--- src/rtl/hex_page_scheduler.sv ---
// Round-robin time-share of HEX0..HEX5/LEDR between clients A and B; HEX_LZ_BLANK_EN enables leading-zero blanking.
// Latency: valid sampled in IDLE shows the page one cycle later; each page dwells DWELL cycles plus held cycles.
// Backpressure: none; dropping a valid abandons its page, and HOLD freezes the dwell counter.
module hex_page_scheduler #(
   parameter int DWELL = 50_000_000
) (
   input  logic        CLOCK_50,
   input  logic        reset,
   input  logic        A_VALID,
   input  logic [23:0] A_DATA,
   input  logic        B_VALID,
   input  logic [23:0] B_DATA,
   input  logic        HOLD,
   output logic [7:0]  HEX0,
   output logic [7:0]  HEX1,
   output logic [7:0]  HEX2,
   output logic [7:0]  HEX3,
   output logic [7:0]  HEX4,
   output logic [7:0]  HEX5,
   output logic [1:0]  LEDR,
   output logic        PAGE_DONE
);
   localparam int CW = (DWELL > 1) ? $clog2(DWELL) : 1;
   localparam logic [CW-1:0] CNT_LAST = CW'(DWELL - 1);

   typedef enum logic [1:0] {IDLE, SHOW_A, SHOW_B} state_t;

   state_t        state, state_nxt, other;
   logic [CW-1:0] cnt;
   logic [23:0]   page, load_dat;
   logic          load, inc, own_vld, oth_vld;
   logic [7:0]    digit [6];
`ifdef HEX_LZ_BLANK_EN
   logic          zero_above;
`endif

   function automatic logic [7:0] seg7(input logic [3:0] n);
      case (n)
         4'h0: seg7 = 8'hC0;
         4'h1: seg7 = 8'hF9;
         4'h2: seg7 = 8'hA4;
         4'h3: seg7 = 8'hB0;
         4'h4: seg7 = 8'h99;
         4'h5: seg7 = 8'h92;
         4'h6: seg7 = 8'h82;
         4'h7: seg7 = 8'hF8;
         4'h8: seg7 = 8'h80;
         4'h9: seg7 = 8'h90;
         4'hA: seg7 = 8'h88;
         4'hB: seg7 = 8'h83;
         4'hC: seg7 = 8'hC6;
         4'hD: seg7 = 8'hA1;
         4'hE: seg7 = 8'h86;
         default: seg7 = 8'h8E;
      endcase
   endfunction

   always_comb begin
      state_nxt = state;
      load      = 1'b0;
      inc       = 1'b0;
      PAGE_DONE = 1'b0;
      own_vld   = (state == SHOW_A) ? A_VALID : B_VALID;
      oth_vld   = (state == SHOW_A) ? B_VALID : A_VALID;
      other     = (state == SHOW_A) ? SHOW_B : SHOW_A;
      case (state)
         IDLE: begin
            if (A_VALID) begin
               state_nxt = SHOW_A;
               load      = 1'b1;
            end else if (B_VALID) begin
               state_nxt = SHOW_B;
               load      = 1'b1;
            end
         end
         default: begin
            // abandon is checked first so it wins over a same-cycle expiry
            if (!own_vld) begin
               if (oth_vld) begin
                  state_nxt = other;
                  load      = 1'b1;
               end else begin
                  state_nxt = IDLE;
               end
            end else if (cnt == CNT_LAST && !HOLD) begin
               PAGE_DONE = 1'b1;
               load      = 1'b1;
               state_nxt = oth_vld ? other : state;
            end else if (!HOLD) begin
               inc = 1'b1;
            end
         end
      endcase
      load_dat = (state_nxt == SHOW_A) ? A_DATA : B_DATA;
   end

   always_ff @(posedge CLOCK_50) begin
      if (reset) begin
         state <= IDLE;
         cnt   <= '0;
         page  <= '0;
      end else begin
         state <= state_nxt;
         if (load) begin
            page <= load_dat;
            cnt  <= '0;
         end else if (inc) begin
            cnt <= cnt + CW'(1);
         end
      end
   end

   always_comb begin
      for (int k = 0; k < 6; k++) digit[k] = seg7(page[4*k +: 4]);
`ifdef HEX_LZ_BLANK_EN
      zero_above = 1'b1;
      for (int k = 5; k >= 1; k--) begin
         if (zero_above && page[4*k +: 4] == 4'h0) digit[k] = 8'hFF;
         else zero_above = 1'b0;
      end
`endif
      if (state == IDLE)
         for (int k = 0; k < 6; k++) digit[k] = 8'hFF;
   end

   assign HEX0 = digit[0];
   assign HEX1 = digit[1];
   assign HEX2 = digit[2];
   assign HEX3 = digit[3];
   assign HEX4 = digit[4];
   assign HEX5 = digit[5];
   assign LEDR = {state == SHOW_B, state == SHOW_A};

endmodule

--- config.mk ---
export PLATFORM = sky130hd
export DESIGN_NAME = hex_page_scheduler
export DESIGN_NICKNAME = d
export VERILOG_FILES = /design/src/rtl/hex_page_scheduler.sv
export SDC_FILE = /design/constraint.sdc
export NUM_CORES = 1
export LEC_CHECK = 0
export ABC_CLOCK_PERIOD_IN_PS = 4200
export CORE_MARGIN = 3
export CORE_UTILIZATION = 33
export DETAILED_ROUTE_END_ITERATION = 12
export GPL_TIMING_DRIVEN = 0
export PLACE_DENSITY_LB_ADDON = 0.3
export SYNTH_ARGS = -nofsm -noshare
export SYNTH_HDL_FRONTEND = slang
export SYNTH_SLANG_ARGS = --single-unit
--- constraint.sdc ---
create_clock -name CLOCK_50 -period 4.2 [get_ports CLOCK_50]
set_input_delay 0.63 -clock CLOCK_50 [delete_from_list [all_inputs] [get_ports CLOCK_50]]
set_output_delay 0.63 -clock CLOCK_50 [all_outputs]
set_load 0.05 [all_outputs]
After elaboration in Yosys (flattened, before gate mapping) --
Memory sizes are Yosys's and may differ from the RTL's. A register that Yosys moved wholly into a read port is not among the register bits. Cells that the tools add are included.
Word-level totals: memories 6, ROM bits 672, input port bits 53, flip-flop bits (word level) 52, output and inout port bits 51, word-level logic and storage cells 54
Memory list:
- (no name shown) | depth 16, width 7, read ports 1, clocked after memory_dff 1, write ports 0, line 38 | case (n)
- (no name shown) | depth 16, width 7, read ports 1, clocked after memory_dff 1, write ports 0, line 38
- (no name shown) | depth 16, width 7, read ports 1, clocked after memory_dff 1, write ports 0, line 38
- (no name shown) | depth 16, width 7, read ports 1, clocked after memory_dff 1, write ports 0, line 38
- (no name shown) | depth 16, width 7, read ports 1, clocked after memory_dff 1, write ports 0, line 38
- (no name shown) | depth 16, width 7, read ports 1, clocked after memory_dff 1, write ports 0, line 38
Operators by class: reduce and logical (&&, ||, !) cells 4, eq/ne operators 4, add/subtract/negate cells 1, muxes and demuxes 36
Operators with widths (number):
- two-way mux 4 bit | 12
- two-way mux 48 bit | 1
- adder 26 x 1 -> 26 bit, second input constant | 1
- == test 26 bit, second input constant | 1
- two-way mux 24 bit | 1
- two-way mux 2 bit | 8
- two-way mux 1 bit | 14
- == test 2 x 1 -> 1 bit, second input constant | 2
- == test 2 bit, second input constant | 1
- logical NOT 2 bit | 1
- OR reduction 2 bit | 1
- logical AND 1 bit | 1
- logical NOT 1 bit | 1

Logic depth before layout (Yosys ltp) --
Gate-level depths: netlist of run 1.
word-level depth 10, gate-level depth with buffers 13, depth with buffers taken out 11

Least setup slack after synthesis of run 1 --
OpenSTA, ideal clock, no wires.
path kind reg-to-reg, start point register cnt[16], end point register (tool-made name), data required time 4.078 ns, setup slack 0.832 ns, period minus slack after synthesis 3.368 ns, path buffers 3, cell stages (with the launch flop) 13, arrival 3.246 ns, setup time 0.122 ns, cells stage by stage dfxtp_1 or4b_1 or3_4 nor4_4 o22a_2 nand2b_1 buf_6 buf_12 buf_2 o21ai_1 inv_1 ha_1 a221o_1
RTL lines:
- start, declared | line 29 | logic [CW-1:0] cnt;
- start signal, assigned | line 108 | cnt <= cnt + CW'(1);

==> flow_metrics.py, run 1 <==
metrics = {
    "clocking": {
        "tritoncts_num_sinks": 94,
        "max_buffers_root_to_sink": 2,
        "clock_transition_at_the_registers_of_the_reported_paths_ns": 0.07,
        "cts_made_buffers": 9,
        "clkLatencyLatePin_ns": 0.35,
        "cts_hold_buf": 0,
        "htree_levels": 3,
        "root_buffer": "clkbuf_16",
        "tritoncts_clock_tree": "yes",
    },
    "setup_path": {
        "timing.critical_path.max_delay_family": "compound AO/OA/AOI/OAI gates",
        "rr_startpoint": "cnt[16]$_SDFFE_PP0P_",
        "cp_max_delay_cell": "or4b_1",
        "ff2ff_setup_slack_ns": 0.22,
        "worstSetupPathType": "reg2reg",
        "critPathLaunchType": "flip-flop",
        "worst_setup_path_end_kind": "flip-flop",
        "r2r_cells": 11,
        "critical_path.n_buffers_inverters": 3,
        "cp_cell_sequence": "or4b_1, nor4_1, nand3_1, o311ai_4, buf_8, buf_6, mux2i_1, o21ai_1, inv_1, ha_1, a221o_1",
        "timing.critical_path.arrival_ns": 4.21,
        "worst_path_required_ns": 4.42,
        "critical-path-max-stage-delay_ns": 0.57,
        "crit_path_max_fanout": 10,
    },
    "place": {
        "place_area_mm2": 0.00669,
        "routabilityCongestion": 0.820,
        "port_buffers": 97,
        "dp.final_hpwl_um": 9760,
    },
    "detailed_routing": {
        "routed_wl_um": 12700,
        "vias": 4166,
        "avgRoutedWirePerCell_um": 14.5,
        "vias_per_cell": 4.76,
        "drt_pass_1_iters": 4,
        "dr.first_iter.drc_count": 111,
        "post_route_drc": 0,
        "antenna_violating_nets_post_route": 0,
    },
    "grt": {
        "grt_antenna_before_repair": 0,
        "grt-ovfl-total": 0,
        "grt_pass1_vias": 4113,
        "groute.usage.overall_pct": 14.2,
        "first_pass_grt_wire_length_um": 20500,
        "grt_max_degree": 16,
    },
    "cells_and_area": {
        "finish.utilization_pct": 43.8,
        "final_net_count": 745,
        "final_design_area_no_fill_mm2": 0.00701,
        "num_antenna_cells": 0,
        "layout_cell_share_with_drive_strength_beyond_1_pct": 16.8,
        "area.growth.synth_to_final_pct": 29.0,
    },
    "worst_hold_path": {
        "hold_path.startpoint": "page[13]$_SDFFE_PP0N_",
        "whs_endpoint": "page[13]$_SDFFE_PP0N_",
        "worst_hold_path_type": "reg2reg",
        "min_path_cells": 2,
    },
    "floorplanning": {
        "number_of_placement_rows": 46,
        "floorplan.die.height_um": 134,
        "initial_utilization_pct": 34.0,
        "fp.dieW_um": 134,
        "num_io_pins": 104,
        "floorplan.die_area_mm2": 0.0180,
        "core_region_area_mm2": 0.0160,
    },
    "synthesis": {
        "ys_seq_area_share_pct": 34.6,
        "ys_dominant_reg_cell": "dfxtp_1",
        "postSynth.asyncResetShare_pct": 0,
        "synth.lib_cells_used.distinct": 56,
        "synthesis.area_per_instance_um2": 10.0,
        "postSynthCellCount": 542,
        "mappedNetlistArea_mm2": 0.00543,
        "synth_seq_cells": 94,
        "yosysWarnings": 0,
        "synth_edf_count": 0,
    },
    "timing": {
        "fraction_of_the_cycle_the_final_worst_path_needs_pct": 94.8,
        "final.setup_skew_ns": 0.00972,
        "rsz0062_at_grt": "false",
        "max_clock_freq_mhz": 251,
        "final.min_clock_period_ns": 3.98,
        "slew_violations": 0,
        "timing_worst_slew_pin_value_ns": 0.728,
        "holdWs_ns": 0.447,
        "report.final.setup_viol": 0,
        "number_of_hold_slack_violations_in_the_final_timing_report": 0,
        "setup-tns-final_ns": 0,
        "slew_headroom_pct": 51.3,
    },
    "power": {
        "power.ir.vdd_worst_uv": 164,
        "switching_share_pct": 31.2,
        "power.clock.fraction_pct": 33.0,
        "pwr-share-seq_pct": 38.0,
        "combinational_fraction_of_design_power_pct": 28.9,
        "cell_internal_pwr_uw": 1810,
        "power.leakage_uw": 0.00271,
        "p_sw_uw": 817,
        "total_power_uw": 2620,
        "power_density_relative_to_cell_area_mw_per_mm2": 374,
    },
    "run": {
        "timing.max_cap.violations": 0,
    },
    "status": {
        "outcome": "finished clean",
    },
}
==> area by class of cell <==
type                    count  area, um2
fillers                  1536       8990
multi-input cells         394       3230
flip-flops and latches     94       1880
repair buffers             98        978
well taps                 216        270
clock buffers               9        225
plain buffers              29        225
inverters                  29        109
clock inverters             6       86.3
==> worst reg2reg max path, stage by stage, from the launching register on <==
cell and delay, ns:
dfxtp_1 0.35, or4b_1 0.57, nor4_1 0.41, nand3_1 0.23, o311ai_4 0.43, buf_8 0.23
buf_6 0.19, mux2i_1 0.14, o21ai_1 0.47, inv_1 0.18, ha_1 0.31, a221o_1 0.34
==> worst max-delay path by stage <==
stage	start	endpoint	slack [ns]	cells after the start
final	cnt[16]$_SDFFE_PP0P_	flip-flop	0.22	11
after global placement	A_VALID	flip-flop	-0.29	12
after CTS	A_VALID	flip-flop	0.24	12
after detailed placement	A_VALID	flip-flop	-0.35	12
after floorplan	cnt[16]$_SDFFE_PP0P_	flip-flop	0.83	12
after global routing	cnt[16]$_SDFFE_PP0P_	flip-flop	0.03	11
==> Yosys cell counts, types with 9 or more instances <==
master / instances / area share, %
or3_1: 9 / 1.0
xor2_1: 9 / 1.5
or2_2: 45 / 5.2
inv_1: 24 / 1.7
dfxtp_1: 94 / 35
clkbuf_1: 11 / 0.76
nand3_1: 13 / 1.2
ha_1: 37 / 8.5
xnor2_1: 20 / 3.2
mux2i_1: 66 / 12
o22ai_1: 18 / 2.1
nand2_1: 20 / 1.4
o21ai_0: 16 / 1.5
and3_1: 10 / 1.2
nor2_1: 31 / 2.1
==> cells in the final DEF (no fill, tap or decap), types with 10 or more instances in the layout <==
cell type,n
o21ai_0,16
or2_2,45
mux2i_1,66
and3_1,10
xnor2_1,20
nand2_1,20
ha_1,37
o22ai_1,18
clkdlybuf4s50_1,97
clkbuf_1,10
nor2_1,31
nand3_1,13
inv_1,24
dfxtp_1,94
==> per-stage QoR <==
step                cells  setup slack [ns]
finish                875             0.219
global route          875            0.0310
CTS                   876             0.235
detailed placement    860            -0.354
global placement      860            -0.286
floorplan             547             0.832
==> layer usage <==
metal  vias to the layer above  track usage [%]  part of all wire [%]
met2                       107             22.8                    45
li1                       2111                -                     -
met3                        23             3.15                   5.9
met5                         -                0                     0
met4                         0             5.94                   2.6
met1                      1925             18.5                    46
==> logic make-up (layout without fill, tap and decap cells) <==
logic type	after synthesis	count (layout)	synth area share, %
buf+inv	59	171	6.19
flops	94	94	34.6
compound gates	88	88	16.3
simple gates	167	167	17.3
other cells	1	6	0.0690
xor+xnor	29	29	4.67
fa+ha+maj	37	37	8.52
mux	67	67	12.4
==> power groups by stage <==
stage	clock network (uW)	registers [uW]	logic (uW)
detailed placement	0	1020	761
finish	866	998	759
global route	918	1000	813
global placement	0	1020	749
floorplan	0	1010	537
CTS	890	999	766
==> repair_timing <==
| action | in CTS | in global routing |
|---|---|---|
| setup buffers | 1 | 0 |
| pin swaps | 1 | 0 |
| endpoints found under the setup margin | 1 | 5 |
| resized for setup | 1 | 0 |
(Power assumes the default switching activity.)
==> run 2, diff against run 1 <==
SKIP_LAST_GASP = 1   (was unset)
==> results of run 2 <==
No change in the layout: final DEF, timing and power equal those of run 1.
==> run 3, diff against run 2 <==
CORE_ASPECT_RATIO = 0.9   (was unset)
PLACE_DENSITY = 0.54   (was unset)
PLACE_DENSITY_LB_ADDON = unset   (was 0.3)
==> flow_metrics.py, run 3 (synthesis results as in run 1) <==
metrics = {
    "status": {
        "outcome": "finished clean",
    },
    "timing": {
        "holdWs_ns": 0.456,
        "final.setup_skew_ns": 0.00515,
        "timing_worst_slew_pin_value_ns": 0.663,
        "final.min_clock_period_ns": 3.93,
        "number_of_hold_slack_violations_in_the_final_timing_report": 0,
        "max_clock_freq_mhz": 254,
        "report.final.setup_viol": 0,
        "slew_headroom_pct": 55.6,
        "finalWorstSetupSlack_ns": 0.270,
        "rsz0062_at_grt": "false",
        "fraction_of_the_cycle_the_final_worst_path_needs_pct": 93.6,
        "slew_violations": 0,
    },
    "cells_and_area": {
        "final_net_count": 748,
        "fillCellCount": 1485,
        "num_antenna_cells": 0,
        "area.growth.synth_to_final_pct": 29.4,
        "most_common_cell_after_layout_fill_and_taps_aside": "clkdlybuf4s50_1",
        "mostFrequentLayoutCells": "clkdlybuf4s50_1 (97), dfxtp_1 (94), mux2i_1 (66), or2_2 (45), ha_1 (37)",
        "final_design_area_no_fill_mm2": 0.00703,
        "layout_cell_share_with_drive_strength_beyond_1_pct": 17.2,
        "finish.utilization_pct": 44.6,
    },
    "clocking": {
        "htree_levels": 3,
        "cts_hold_buf": 0,
        "root_buffer": "clkbuf_16",
        "max_buffers_root_to_sink": 2,
        "tritoncts_clock_tree": "yes",
        "clock_transition_at_the_registers_of_the_reported_paths_ns": 0.07,
        "cts_made_buffers": 9,
        "clkLatencyLatePin_ns": 0.35,
        "tritoncts_num_sinks": 94,
    },
    "grt": {
        "grt_util_met1_pct": 19.1,
        "gr-usage-met2_pct": 23.6,
        "groute.layer.met3.usage_pct": 4.03,
        "busiest_layer": "met2",
        "grt_pass1_vias": 4158,
        "first_pass_grt_wire_length_um": 21100,
        "grt-ovfl-total": 0,
        "grt_max_degree": 16,
        "groute.usage.overall_pct": 14.6,
        "grt_antenna_before_repair": 0,
    },
    "floorplanning": {
        "floorplan.die.height_um": 128,
        "num_io_pins": 104,
        "initial_utilization_pct": 34.5,
        "fp.dieW_um": 141,
        "number_of_placement_rows": 43,
        "floorplan.die_area_mm2": 0.0180,
        "core_region_area_mm2": 0.0158,
    },
    "setup_path": {
        "worst_path_required_ns": 4.43,
        "crit_path_max_fanout": 10,
        "timing.critical_path.arrival_ns": 4.16,
        "worstSetupPathType": "reg2reg",
        "critPathLaunchType": "flip-flop",
        "worst_setup_path_end_kind": "flip-flop",
    },
    "detailed_routing": {
        "vias": 4180,
        "antenna_violating_nets_post_route": 0,
        "post_route_drc": 0,
        "drt_pass_1_iters": 4,
        "dr.first_iter.drc_count": 215,
        "vias_per_cell": 4.83,
        "avgRoutedWirePerCell_um": 15.0,
        "routed_wl_um": 13000,
    },
    "place": {
        "dpl_worst_slack_ns": -0.318,
        "port_buffers": 97,
        "routabilityCongestion": 0.813,
        "place_area_mm2": 0.00668,
        "dp.final_hpwl_um": 9810,
    },
    "run": {
        "timing.max_cap.violations": 0,
    },
    "power": {
        "power_density_relative_to_cell_area_mw_per_mm2": 379,
        "power.leakage_uw": 0.00273,
        "power.ir.vdd_worst_uv": 190,
        "total_power_uw": 2670,
    },
    "worst_hold_path": {
        "worst_hold_path_type": "reg2reg",
    },
}
[run 3: cell type report]
| type | instances | area, um2 | area share [%] |
|---|---|---|---|
| Buffer | 30 | 229 | 3.26 |
| Timing Repair Buffer | 100 | 993 | 14.1 |
| Multi-Input combinational cell | 394 | 3230 | 46.0 |
| Inverter | 29 | 109 | 1.55 |
| Clock inverter | 5 | 81.3 | 1.16 |
| Clock buffer | 11 | 253 | 3.59 |
| Sequential cell | 94 | 1880 | 26.8 |
| Tap cell | 202 | 253 | 3.59 |
[run 3: worst paths after layout]
kind | startpoint | to | slack [ns] | cells after the start
worst max-delay path | cnt[16]$_SDFFE_PP0P_ | flip-flop | 0.27 | 11
worst min-delay path | page[17]$_SDFFE_PP0N_ | page[17]$_SDFFE_PP0N_ | 0.46 | 2
worst max register to register | cnt[16]$_SDFFE_PP0P_ | flip-flop | 0.27 | 11
worst min register to register | page[17]$_SDFFE_PP0N_ | page[17]$_SDFFE_PP0N_ | 0.46 | 2
[run 3: metal layers]
metal,routed length [um],vias to the layer above
met5,0,-
met4,171,0
met3,583,11
met2,6150,79
met1,6070,1967
li1,-,2123
[run 3: timing repair]
| action | 4_1_cts | 5_1_grt |
|---|---|---|
| gates resized for setup | 0 | 1 |
| endpoints found under the setup margin | 0 | 31 |
| setup buffers | 0 | 3 |
[run 3: critical path, cell delays in order, from the launching register on]
cell and delay [ns]:
dfxtp_1 0.35, or4b_1 0.55, nor4_1 0.37, nand3_1 0.22, o311ai_4 0.46, buf_8 0.23, buf_6 0.20, mux2i_1 0.15
o21ai_1 0.47, inv_1 0.17, ha_1 0.30, a221o_1 0.33
[run 3: report_power, final]
group | switching [uW] | total, uW | leakage [uW] | internal [uW]
logic | 446 | 762 | 0.00179 | 316
registers | 24.2 | 997 | 0.000773 | 972
clock network | 355 | 909 | 0.000162 | 554
[run 3: stage by stage]
step,TNS (ns),std cells
global route,0,865
global placement,-4.69,846
finish,0,865
floorplan,0,547
detailed placement,-6.14,846
CTS,0,862
